[src/rtl/note_voice_controller.sv]
// note_voice_controller: paces the pattern sequencer one note at a time.
// It requests a note, latches the reply, and holds the note for its length
// in tempo ticks. While the note plays it drives gate, pitch, instrument and a
// decaying 4-bit volume. A request that gets no reply is retried after a
// bounded wait.
module note_voice_controller #(
  parameter int TICKS_PER_UNIT = 6,
  parameter int REQ_TIMEOUT    = 15
) (
  input  logic       i_clk,
  input  logic       i_rst,
  input  logic       i_enable,
  input  logic       i_tick,
  output logic       o_note_stb,
  input  logic       i_note_valid,
  input  logic [5:0] i_note,
  input  logic [4:0] i_note_len,
  input  logic [3:0] i_instrument,
  output logic [5:0] o_pitch,
  output logic [3:0] o_instrument,
  output logic       o_gate,
  output logic [3:0] o_volume,
  output logic       o_note_start
);

  localparam int SW = $clog2(TICKS_PER_UNIT + 1);
  localparam int TW = $clog2(REQ_TIMEOUT + 1);
  localparam logic [SW-1:0] SUB_INIT = SW'(TICKS_PER_UNIT - 1);
  localparam logic [TW-1:0] TO_LAST  = TW'(REQ_TIMEOUT - 1);

  typedef enum logic [1:0] {
    IDLE      = 2'd0,
    REQUEST   = 2'd1,
    WAIT_NOTE = 2'd2,
    PLAY      = 2'd3
  } state_e;

  state_e          state_q;
  logic [5:0]      units_q;
  logic [SW-1:0]   subtick_q;
  logic [TW-1:0]   tocnt_q;
  logic [2:0]      dcnt_q;
  logic [5:0]      pitch_q;
  logic [3:0]      instr_q;
  logic            gate_q;
  logic [3:0]      vol_q;
  logic            stb_q;
  logic            start_q;

  logic [3:0]      vol_dec_d;
  logic [2:0]      dcnt_inc_d;
  logic            note_end_d;

  // Saturating volume step, decay counter step and end-of-note detect.
  always_comb begin
    vol_dec_d  = (vol_q == 4'd0) ? 4'd0 : vol_q - 4'd1;
    dcnt_inc_d = dcnt_q + 3'd1;
    note_end_d = (subtick_q == '0) && (units_q == 6'd1);
  end

  // Control FSM; every output is registered and set on entry to its state.
  always_ff @(posedge i_clk) begin
    if (i_rst) begin
      state_q   <= IDLE;
      units_q   <= '0;
      subtick_q <= '0;
      tocnt_q   <= '0;
      dcnt_q    <= '0;
      pitch_q   <= '0;
      instr_q   <= '0;
      gate_q    <= 1'b0;
      vol_q     <= '0;
      stb_q     <= 1'b0;
      start_q   <= 1'b0;
    end else begin
      stb_q   <= 1'b0;
      start_q <= 1'b0;
      if (!i_enable) begin
        // Pitch/instrument are left as they were; only the voice goes silent.
        state_q <= IDLE;
        gate_q  <= 1'b0;
        vol_q   <= '0;
      end else begin
        case (state_q)
          IDLE: begin
            state_q <= REQUEST;
            stb_q   <= 1'b1;
            gate_q  <= 1'b0;
            vol_q   <= '0;
          end
          REQUEST: begin
            tocnt_q <= '0;
            state_q <= WAIT_NOTE;
          end
          WAIT_NOTE: begin
            if (i_note_valid) begin
              pitch_q   <= i_note;
              instr_q   <= i_instrument;
              units_q   <= (i_note_len == 5'd0) ? 6'd32 : {1'b0, i_note_len};
              subtick_q <= SUB_INIT;
              dcnt_q    <= '0;
              gate_q    <= (i_note != 6'd0);
              vol_q     <= (i_note != 6'd0) ? 4'd15 : 4'd0;
              start_q   <= 1'b1;
              state_q   <= PLAY;
            end else if (tocnt_q == TO_LAST) begin
              // No reply: the strobe was probably dropped, so ask again.
              state_q <= REQUEST;
              stb_q   <= 1'b1;
            end else begin
              tocnt_q <= tocnt_q + 1'b1;
            end
          end
          PLAY: begin
            if (i_tick) begin
              if (subtick_q == '0) begin
                subtick_q <= SUB_INIT;
                units_q   <= units_q - 6'd1;
              end else begin
                subtick_q <= subtick_q - 1'b1;
              end
              if (instr_q[2:0] != 3'd0) begin
                if (dcnt_inc_d == instr_q[2:0]) begin
                  dcnt_q <= '0;
                  vol_q  <= vol_dec_d;
                end else begin
                  dcnt_q <= dcnt_inc_d;
                end
              end
              if (note_end_d) begin
                state_q <= REQUEST;
                stb_q   <= 1'b1;
                gate_q  <= 1'b0;
                vol_q   <= '0;
              end
            end
          end
          default: state_q <= IDLE;
        endcase
      end
    end
  end

  assign o_note_stb   = stb_q;
  assign o_note_start = start_q;
  assign o_pitch      = pitch_q;
  assign o_instrument = instr_q;
  assign o_gate       = gate_q;
  assign o_volume     = vol_q;

endmodule

[config.mk]
export PLATFORM = sky130hd
export DESIGN_NAME = note_voice_controller
export DESIGN_NICKNAME = d
export VERILOG_FILES = /design/src/rtl/note_voice_controller.sv
export SDC_FILE = /design/constraint.sdc
export NUM_CORES = 1
export LEC_CHECK = 0
export ABC_AREA = 1
export BUFFER_PORTS_ARGS = -buffer_cell sky130_fd_sc_hd__buf_2
export CAP_MARGIN = 20
export CORE_MARGIN = 5
export CORE_UTILIZATION = 40
export CTS_CLUSTER_DIAMETER = 120
export DETAILED_ROUTE_END_ITERATION = 6
export SYNTH_ARGS = -nofsm -noshare
export SYNTH_HDL_FRONTEND = slang
export SYNTH_SLANG_ARGS = --single-unit
[constraint.sdc]
create_clock -name i_clk -period 1.5 [get_ports i_clk]
set_clock_uncertainty 0.1 [all_clocks]
set_input_delay 0.15 -clock i_clk [delete_from_list [all_inputs] [get_ports i_clk]]
set_output_delay 0.15 -clock i_clk [all_outputs]
set_load 0.02 [all_outputs]
==> impl_metrics.toml <==
[clock_network]
clk_latency_ns = 0.28
clock-sinks = 35
cts_max_level = 2
cts.hold.buffers_added = 0
path_clk_slew_ns = 0.07
clockBufferDepth = 2
cts_tree = "yes"
clockRootBuffer = "clkbuf_8"
cts_made_buffers = 5

[min_path]
hold_end = "o_instrument[1]"
hold_path_depth = 3
hold_class = "input port to flop"
hold_path.startpoint = "i_instrument[1]"

[status]
violations = "setup timing"
status = "finished, violations left"

[grt]
track_usage_pct = 16.1
antenna_found_initial = 0
grt_pass1_wl_um = 8250
grt_pass1_vias = 1950
gr-total-overflow = 0
grt_max_degree = 15

[logic_synthesis]
synth_cells = 294
ys_top_cells_by_area = "dfxtp_1 36%, nand2_1 13%, inv_1 7.3%, ha_1 7.0%, nor2_1 6.9%"
synth-seq-area-share_pct = 35.8
synth_top_cell_area_share_pct = 35.8
ys_async_sr_fraction_pct = 0
syn_area_um2 = 1960
synth.most_common_cell = "nand2_1"
synthFlopType = "dfxtp_1"
synth_fp_nets = 325
ys_warn_count = 0
synth_edf_count = 0
syn_area_per_cell_um2 = 6.66
synth_seq_cells = 35
netlist-cell-type-count = 28
yosysTopAreaCell = "dfxtp_1"
synth_common_cells = "67 x nand2_1, 38 x inv_1, 36 x nor2_1, 35 x dfxtp_1, 26 x nand3_1"

[route]
drc = 0
drt_first_pass_iters = 4
routed_wl_um = 5300
viasPerCell = 4.78
ant_nets = 0
drt_iter0_drc = 90
wl_per_cell_um = 12.0
vias = 2111

[power_and_ir_drop]
p_leak_nw = 1.33
p_sw_share_pct = 25.5
p_switching_uw = 467
seqPwrFrac_pct = 51.7
clockPowerShare_pct = 35.7
power_density_nw_per_um2 = 625
combPwrFrac_pct = 12.6
p_int_mw = 1.37
vdd_drop_max_v = 0.000429

[timing]
setup_viol = 19
worst_slack_ns = -0.122
post-route-min-period_ns = 1.62
hold_ws_ns = 0.0390
rsz0062_at_grt = "yes"
tightest_slew_ns = 0.422
tns_ns = -1.14
relSlewSlack_pct = 71.8
drv_slew = 0
finalCritPeriodShare_pct = 108
fmax_mhz = 617
finalHoldViolations = 0

[worst_setup_path]
worstSetupEndpointType = "flop"
cpMostUsedCell = "nor2_4"
r2r_start = "state_q[0]"
reg2reg_to = "units_q[4]"
ff2ff_path_depth = 9
max_stage_delay_ns = 0.39
worstPathMaxFanout = 5
cp.arrival_ns = 1.75
critPathLaunchType = "flop"
critical_path.startpoint = "state_q[0]"
cpMaxStageDelayCell = "dfxtp_4"
r2r_setup_slack_ns = -0.12
crit_type = "flop to flop"
cp.required_ns = 1.63
path_cells = "ha_4 > inv_4 > o21ai_4 > nand3_4 > nor2_4 > inv_2 > nor2_4 > nand3_1 > nand2_1"

[floorplanning]
die_area_um2 = 6400
core_um2 = 4750
pin_count = 37
placementRows = 25
die_h_um = 80.0
start_util_pct = 41.2
die-width_um = 80.0

[placed_design]
post-dp-hpwl_um = 3790
port_buffers = 36
place_congestion = 0.904

[layout]
layout-drive-gt1-share_pct = 39.7
area_growth_pct = 49.7
antenna_cells = 0
nets = 405

[job]
cap_violations = 0
==> area by class of cell <==
| type | instances | area (um2) |
|---|---|---|
| clock inverters | 1 | 5.00 |
| repair buffers | 80 | 556 |
| fillers | 437 | 1820 |
| multi-input cells | 211 | 1330 |
| clock buffers | 7 | 76.3 |
| well taps | 67 | 83.8 |
| flip-flops and latches | 35 | 716 |
| inverters | 41 | 164 |
==> cell usage in the layout, fill, tap and decap left out, types with 4 or more instances in the layout <==
cell and n:
nand2_1 57, buf_4 38, buf_2 36, inv_1 32, dfxtp_1 27, nand3_1 24
nor2_1 23, a21oi_1 20, o21ai_0 11, o21ai_1 10, nor2_4 8, nand2_4 7
nor2_2 7, ha_1 6, dfxtp_2 6, inv_2 5, ha_4 5, clkbuf_8 5
inv_4 4, nand2_2 4, a21oi_2 4, buf_6 4
==> registers in the layout, indices dropped and copies added (netlist names) <==
signal and flops:
dcnt_q 3, o_gate 1, o_instrument 4, o_note_start 1
o_note_stb 1, o_pitch 6, o_volume 4, state_q 2
subtick_q 3, tocnt_q 4, units_q 6
==> worst max-delay path by stage <==
stage                   to  slack [ns]  cells after the start
2_1_floorplan   units_q[4]       -0.05                     10
5_1_grt         units_q[1]       -0.23                      9
6_report        units_q[4]       -0.12                      9
4_1_cts        o_volume[3]       -0.07                     10
3_5_place_dp   o_volume[3]       -0.22                     10
3_3_place_gp   o_volume[1]       -0.22                     10
==> power groups by stage <==
stage	Combinational [mW]	Clock, mW	Sequential (mW)
6_report	0.231	0.655	0.949
5_1_grt	0.257	0.718	0.950
4_1_cts	0.201	0.671	0.949
3_5_place_dp	0.191	0	0.972
3_3_place_gp	0.192	0	0.972
2_1_floorplan	0.0976	0	0.980
==> metal layers <==
metal,global-route usage [%],up-vias,part of all wire (%)
met1,21.0,948,47
met4,5.57,0,1.2
li1,-,1106,-
met2,25.7,51,48
met3,3.95,6,3.6
met5,0,-,0
==> worst max-delay path: cells and delay by family (launching register included) <==
kind	cells	cell delay, ns
AND/OR/NAND/NOR	5	0.61
flip-flops	1	0.39
buffers and inverters	2	0.12
AO/OA/AOI/OAI	1	0.16
adder cells (fa/ha/maj)	1	0.19
==> per-stage QoR <==
step / setup WS [ns] / cell area [um2] / std cells / power (mW) / util, %
after CTS: -0.0662 / 2670 / 436 / 1.82 / 56.2
after detailed placement: -0.217 / 2510 / 426 / 1.16 / 52.8
after global placement: -0.220 / 2510 / 426 / 1.16 / 52.8
final: -0.122 / 2930 / 442 / 1.83 / 61.7
after floorplan: -0.0509 / 2000 / 294 / 1.08 / -
after global routing: -0.234 / 2930 / 442 / 1.92 / 61.7
==> logic make-up after synthesis <==
kind of cell | after synthesis | share of synthesized area [%]
AND/OR/NAND/NOR | 145 | 32.4
AO/OA/AOI/OAI | 52 | 13.9
buffers and inverters | 48 | 9.58
flip-flops | 35 | 35.8
adder cells (fa/ha/maj) | 11 | 7.02
XOR/XNOR | 3 | 1.34
==> repair_timing <==
item                       CTS  global route
gates resized for setup     21            61
buffers inserted             2             6
setup endpoints to repair   21            29
pin swaps                   15            29
cloned                       0             1
Power figures use the tool's default switching activity.
